### config.mk
export PLATFORM = sky130hd
export DESIGN_NAME = data_sync_req_tx
export DESIGN_NICKNAME = d
export VERILOG_FILES = /design/src/rtl/data_sync_req_tx_pkg.sv /design/src/rtl/data_sync_req_tx_bit_sync_ff.sv /design/src/rtl/data_sync_req_tx.sv
export SDC_FILE = /design/constraint.sdc
export NUM_CORES = 1
export LEC_CHECK = 0
export ABC_CLOCK_PERIOD_IN_PS = 1150
export CORE_UTILIZATION = 37
export CTS_CLUSTER_SIZE = 40
export DETAILED_ROUTE_END_ITERATION = 10
export PLACE_DENSITY_LB_ADDON = 0.3
export SLEW_MARGIN = 0
export SYNTH_ARGS = -nofsm -noshare
export SYNTH_HDL_FRONTEND = slang
export SYNTH_SLANG_ARGS = --single-unit
### constraint.sdc
create_clock -name CLK -period 1.15 [get_ports CLK]
set_input_delay 0.23 -clock CLK [delete_from_list [all_inputs] [get_ports CLK]]
set_output_delay 0.23 -clock CLK [all_outputs]
set_load 0.01 [all_outputs]
### src/rtl/data_sync_req_tx_pkg.sv
// data_sync_req_tx_pkg: state encoding and default sizes shared by both ends of the req/ack synchronizer
package data_sync_req_tx_pkg;
    typedef enum logic [1:0] {
        IDLE        = 2'b00,
        WAIT_ACK_HI = 2'b01,
        WAIT_ACK_LO = 2'b10
    } state_t;
    localparam int DEF_DATA_WIDTH = 8;
    localparam int DEF_NUM_STAGES = 2;
endpackage

### src/rtl/data_sync_req_tx_bit_sync_ff.sv
// bit_sync_ff: multi-flop single-bit synchronizer into the CLK domain
module bit_sync_ff #(
    parameter int NUM_STAGES = 2
) (
    input  logic CLK,
    input  logic RST,
    input  logic d,
    output logic q
);
    logic [NUM_STAGES-1:0] sr;
    always_ff @(posedge CLK or negedge RST) begin
        if (!RST) sr <= '0;
        else      sr <= {sr[NUM_STAGES-2:0], d};
    end
    assign q = sr[NUM_STAGES-1];
endmodule

### src/rtl/data_sync_req_tx.sv
// data_sync_req_tx: source side of a four-phase req/ack synchronizer; holds a word and drives a request level
module data_sync_req_tx
    import data_sync_req_tx_pkg::*;
#(
    parameter int DATA_WIDTH = DEF_DATA_WIDTH,
    parameter int NUM_STAGES = DEF_NUM_STAGES
) (
    input  logic                  CLK,
    input  logic                  RST,
    input  logic                  SRC_PULSE,
    input  logic [DATA_WIDTH-1:0] SRC_DATA,
    input  logic                  ACK_ASYNC,
    output logic                  REQ_LVL,
    output logic [DATA_WIDTH-1:0] TX_DATA,
    output logic                  BUSY,
    output logic                  DONE,
    output logic                  DROP_ERR
);
    state_t state;
    logic   ack_s;

    bit_sync_ff #(.NUM_STAGES(NUM_STAGES)) u_ack_sync (
        .CLK (CLK),
        .RST (RST),
        .d   (ACK_ASYNC),
        .q   (ack_s)
    );

    always_ff @(posedge CLK or negedge RST) begin
        if (!RST) begin
            state    <= IDLE;
            REQ_LVL  <= 1'b0;
            TX_DATA  <= '0;
            BUSY     <= 1'b0;
            DONE     <= 1'b0;
            DROP_ERR <= 1'b0;
        end else begin
            DONE     <= 1'b0;
            // any pulse outside IDLE is discarded, including on the completing edge
            DROP_ERR <= SRC_PULSE && state != IDLE;
            case (state)
                IDLE: if (SRC_PULSE) begin
                    TX_DATA <= SRC_DATA;
                    REQ_LVL <= 1'b1;
                    BUSY    <= 1'b1;
                    state   <= WAIT_ACK_HI;
                end
                WAIT_ACK_HI: if (ack_s) begin
                    REQ_LVL <= 1'b0;
                    state   <= WAIT_ACK_LO;
                end
                WAIT_ACK_LO: if (!ack_s) begin
                    BUSY  <= 1'b0;
                    DONE  <= 1'b1;
                    state <= IDLE;
                end
                default: state <= IDLE;
            endcase
        end
    end
endmodule

==> flow_summary.yaml <==
die:
  initial_utilization_pct: 41.0
  fp.coreArea_um2: 1580
  area_of_the_die_um2: 1920
  die_width_um: 43.8
  placement_rows: 14
  io_pins: 24
  die_h_um: 43.8
logic_synthesis:
  flip_flop_and_latch_count_after_synthesis: 16
  post_synth_num_cell_types: 14
  synth.net_count: 53
  synthesis.area_um2: 647
  postSynthAreaPerCell_um2: 15.8
  yosysWarnings: 0
  synthCells: 41
  synth_seq_area_share_pct: 61.9
place:
  dp_slack_ns: -0.356
  dp_hpwl_um: 806
  gpl.final_weighted_congestion: 0.653
  placed_cell_area_um2: 915
  numPlacedInstances: 84
  buffer_ports.inserted: 23
layout:
  layoutNonFillerInstCount: 95
  syn2layout_area_growth_pct: 46.2
  layout_common_cells: "dfrtp_1, buf_4, clkdlybuf4s50_1, clkbuf_2, mux2_4"
  layout.filler_cells: 144
  final_cell_area_excluding_filler_cells_um2: 946
  layout.cells.most_common: "dfrtp_1"
  design.final.nets: 93
  share_of_layout_cells_above_drive_strength_1_pct: 45.6
  antenna-diode-count: 0
timing:
  final_max_slew_viol_count: 0
  setup_ws_ns: -0.0245
  max_freq_mhz: 851
  relSlewSlack_pct: 86.1
  finalClockSkew_ns: 0.000839
  timing_worst_slew_pin_value_ns: 0.209
  finalHoldViolCount: 0
  setup-violations-final: 8
  period_needed_ns: 1.17
  unrepaired_setup_endpoints_after_global_routing: "yes"
  layout_worst_path_cycle_share_pct: 102
power_and_ir_drop:
  power.share.combinational_pct: 49.2
  net-switching-power_mw: 0.738
  cellInternalPower_mw: 1.63
  clock_power_share_pct: 11.8
  total_leakage_power_nw: 0.461
  vdd.ir_drop.worst_uv: 1390
  seq_power_share_pct: 39.0
  switching_share_pct: 31.1
  power_density_nw_per_um2: 2510
setup_path:
  worst_path_largest_cell_delay_ns: 0.38
  cp.required_ns: 1.32
  timing.critical_path.from_type: "register"
  end_kind: "register"
  crit_slowest_cell: "dfrtp_1"
  cp.arrival_ns: 1.34
  critical_path_class: "reg2reg"
  timing.critical_path.fanout_max: 8
  path_cells: "nand2b_4, nor2_8, mux2_4"
  worstRegToRegCells: 3
global_routing:
  global_route.overflow_total: 0
  grt_pass1_wl_um: 1870
  globalRouteTotalUtil_pct: 13.6
  grt_max_degree: 17
  number_of_global_route_vias_before_repair: 460
  antenna_violations_before_repair: 0
clocking:
  worst_skew_pair.late_latency_ns: 0.28
  cts_tree: "yes"
  cts_inserted_buffers: 3
  clock_tree.htree_level_count: 1
  clock_path_buffers: 2
  cts_root_buffer: "clkbuf_4"
  path_clk_slew_ns: 0.08
  clock-sinks: 16
  cts_hold_buf: 0
drt:
  route.detailed.wl_per_inst_um: 11.1
  final_antenna_net_count: 0
  detailedRoute.firstIterationViolations: 2
  remaining_drc_errors: 1
  via_count: 444
  detailedRoute.firstPassIterationCount: 6
  viasPerCell: 4.67
  route.final.wire_length_um: 1060
run_status:
  status: "complete, but fails checks"
  failed_checks: "DRC, setup timing"
run:
  drv.max_cap_violation_count: 0
worst_hold_path:
  hold_class: "in2async"
==> logic make-up (layout without fill, tap and decap cells) <==
group / Yosys count / after routing / synth area share, %
mux: 8 / 8 / 18.6
compound gates: 7 / 7 / 5.80
xor+xnor: 1 / 1 / 1.35
flops: 16 / 16 / 61.9
buf+inv: 3 / 41 / 4.26
simple gates: 6 / 6 / 8.12
==> area by class of cell <==
| type | instances | area, µm² | area share (%) |
|---|---|---|---|
| Inverter | 2 | 7.51 | 0.794 |
| Tap cell | 16 | 20.0 | 2.12 |
| Timing Repair Buffer | 36 | 277 | 29.2 |
| Sequential cell | 16 | 400 | 42.3 |
| Clock buffer | 3 | 22.5 | 2.38 |
| Multi-Input combinational cell | 22 | 219 | 23.1 |
==> worst paths after layout <==
check / from / to / slack (ns)
setup / recovery: state[0] / TX_DATA[7] / -0.02
hold / removal: RST / BUSY / 0.26
setup reg to reg: state[0] / TX_DATA[7] / -0.02
hold reg to reg: u_ack_sync.sr[0] / u_ack_sync.sr[1] / 0.36
max in group asynchronous: RST / state[0] / 0.72
min in group CLK: u_ack_sync.sr[0] / u_ack_sync.sr[1] / 0.36
==> state kept, by name, indices dropped and copies added, names as in the netlist <==
name           cells
DROP_ERR           1
BUSY               1
u_ack_sync.sr      2
DONE               1
TX_DATA            8
state              2
REQ_LVL            1
==> metal layers <==
metal  global-route usage [%]  vias up  wire [µm]
met3                     4.17        0         65
met4                     5.63        0          0
met1                     16.4      214        431
li1                         -      215          -
met2                     22.7       15        559
met5                        0        -          0
==> power by group through the flow <==
| stage | Combinational, mW | Clock [mW] | Sequential, mW |
|---|---|---|---|
| 2_1_floorplan | 0.583 | 0 | 1.03 |
| 3_3_place_gp | 1.15 | 0 | 0.949 |
| 3_5_place_dp | 1.17 | 0 | 0.952 |
| 4_1_cts | 1.25 | 0.293 | 0.928 |
| 5_1_grt | 1.26 | 0.316 | 0.959 |
| 6_report | 1.17 | 0.279 | 0.926 |
==> metrics by stage <==
stage / power (mW) / utilization (%) / setup TNS, ns / hold WS, ns
6_report: 2.37 / 60.0 / -0.157 / 0.255
5_1_grt: 2.53 / 60.0 / -0.552 / 0.266
4_1_cts: 2.47 / 62.7 / -0.255 / 0.253
3_5_place_dp: 2.12 / 58.0 / -3.07 / 0.339
3_3_place_gp: 2.10 / 58.0 / -2.84 / 0.334
2_1_floorplan: 1.62 / - / -0.381 / -0.0656
==> worst max-delay path, delay by kind of cell, from the launching register on <==
kind	cells	cell delay, ns
flip-flops	1	0.38
multiplexers	1	0.32
AND/OR/NAND/NOR	2	0.36
==> cells in the mapped netlist <==
cell       n  area (µm²)
nor3_1     1        5.00
mux2_4     8         120
o21ai_0    4        20.0
nor2_8     1        20.0
buf_12     1        20.0
nor2_1     1        3.75
nand2b_4   1        13.8
inv_1      2        7.51
a21oi_1    2        10.0
o21a_1     1        7.51
nor2b_1    1        6.26
xnor2_1    1        8.76
nand2_1    1        3.75
dfrtp_1   16         400
==> repair_timing <==
action,in CTS,in global routing
resized for setup,25,11
buffers inserted,7,1
hold endpoints to repair,0,0
setup endpoints to repair,20,18
pin swaps,0,0
No activity file was read; power rests on OpenSTA's default activity.
==> variant (config.mk and constraints unchanged) <==
The output `DROP_ERR` loses its register stage (`DROP_ERR` becomes a continuous assignment).
--- a/src/rtl/data_sync_req_tx.sv
+++ b/src/rtl/data_sync_req_tx.sv
@@ -35,3 +35,2 @@
             DONE     <= 1'b0;
-            DROP_ERR <= 1'b0;
         end else begin
@@ -39,3 +38,2 @@
             // any pulse outside IDLE is discarded, including on the completing edge
-            DROP_ERR <= SRC_PULSE && state != IDLE;
             case (state)
@@ -60,2 +58,4 @@
     end
+
+    assign DROP_ERR = SRC_PULSE && state != IDLE;
 endmodule
Formal check against the unedited RTL: not equivalent (a bounded check fails within 4 cycles, from zero or initial values and one cycle with RST low).
==> variant against the unedited design <==
The flow finishes with violations (negative setup slack); cell area fell by 5.0%; sequential cell count shrank 1; critical path type unchanged; global-route usage down 0.65 points; worst setup slack lost 0.13 ns; power down 4.9%; cell count down 4.2%; via count down 5.4%; routed wire length shrank 4.6%; synthesized cell count shrank 2.4%; area after synthesis down 3.9%.
==> variant: results (changes against the unedited design) <==
| Metric | Value | Delta |
|:---|:---|:---|
| Status | finished with violations |  |
| Violations in the final reports | negative setup slack |  |
| Vias after detailed routing | 420 | -5.4% |
| CP peak stage delay | 0.40 ns | +0.02 ns |
| Data arrival time at the worst-slack endpoint | 1.46 ns | +0.12 ns |
| Maximum number of pins on one net before global-route repair | 16 | -1 |
| Number of instances in the placed design | 83 | -1.2% |
| DRT Pass-1 Iters | 3 | -3 |
| Worst setup slack after placement | -0.427 ns | -0.0714 ns |
| Cell area reported after detailed placement | 890 um2 | -2.7% |
| Synth top cells by count | dfrtp_1, mux2_4, o21ai_0 |  |
| Iteration-0 DRC Markers | 3 | +1 |
| Post-route setup slack | -0.150 ns | -0.125 ns |
| Layout cells sized above 1 | 0.440 | -0.0157 |
| Wire length after detailed routing | 1010 um | -4.6% |
| Worst hold margin | 0.257 ns | +0.00208 ns |
| Worst-margin pin slew | 0.209 ns | -0.000116 ns |
| Leading cell types by total area after synthesis | dfrtp_1, mux2_4, buf_12, nor2_8, o21ai_0 |  |
| P per Cell Area | 2510 mW/mm2 | about the same |
| Net Sw Power | 0.726 mW | -1.5% |
| Total Routing Usage GR | 0.130 | -0.00647 |
| Number of global-route vias before repair | 395 | -14% |
| Net count after synthesis | 52 | -1.9% |
| Number of standard cells after synthesis | 40 | -2.4% |
| Leakage power total | 0.430 nW | -6.6% |
| Seq. pwr | 0.869 mW | -6.2% |
| Number of endpoints failing setup at the final stage | 10 | +2 |
| Via-per-instance ratio | 4.62 | -1.2% |
| Part of the Yosys area used for sequential elements | 0.604 | -0.0153 |
| Capture instance of the worst register-to-register path | TX_DATA[5] |  |
| Gp weighted congestion | 0.654 | +0.17% |
| R2R depth | 4 | +1 |
| DRC violations left | 0 | -1 |
| Final critical-path share of the clock period | 1.13 | +0.109 |
| First-pass GRT wire length | 1730 um | -7.7% |
| # nets final | 88 | -5.4% |
| Detailed placement HPWL | 732 um | -9.1% |
| Portion of total power attributed to the clock network | 0.129 | +0.011 |
variant: cell count changes after synthesis:
| cell | change |
|---|---|
| dfrtp_1 | -1 |
variant: layout make-up:
type / count / area (um2)
Fill cell: 135 / 643
Sequential cell: 15 / 375
Timing Repair Buffer: 32 / 250
Multi-Input combinational cell: 22 / 219
Clock buffer: 4 / 26.3
Tap cell: 16 / 20.0
Inverter: 2 / 7.51
variant: cell families (layout without fill, tap and decap cells):
logic type | after synthesis | count (layout) | share of synthesized area
DFF | 15 | 15 | 0.604
AOI/OAI and AO/OA | 7 | 7 | 0.0604
xor gates and xnor gates | 1 | 1 | 0.0141
and+or+nand+nor | 6 | 6 | 0.0845
buffers and inverters | 3 | 38 | 0.0443
muxes | 8 | 8 | 0.193
variant: worst max path at each step:
| stage | startpoint | end | slack [ns] | cells past startpoint |
|---|---|---|---|---|
| 2_1_floorplan | state[0] | TX_DATA[0] | -0.05 | 3 |
| 3_3_place_gp | SRC_PULSE | DROP_ERR | -0.42 | 3 |
| 3_5_place_dp | SRC_PULSE | DROP_ERR | -0.43 | 3 |
| 4_1_cts | state[0] | TX_DATA[5] | -0.16 | 4 |
| 5_1_grt | state[0] | TX_DATA[5] | -0.21 | 4 |
| 6_report | state[0] | TX_DATA[5] | -0.15 | 4 |
variant: repair_timing:
| item | in CTS | in global routing |
|---|---|---|
| gates resized for setup | 27 | 13 |
| setup buffers | 2 | 2 |
| pin swaps | 0 | 1 |
| cloned | 0 | 0 |
| endpoints found under the setup margin | 21 | 21 |
| hold buffers | 0 | 0 |
variant: routing by layer:
metal,track usage,vias up,part of all wire
met5,0,-,0
met4,0.0545,0,0
met3,0.0383,0,0.034
met2,0.182,11,0.50
met1,0.187,204,0.47
li1,-,205,-
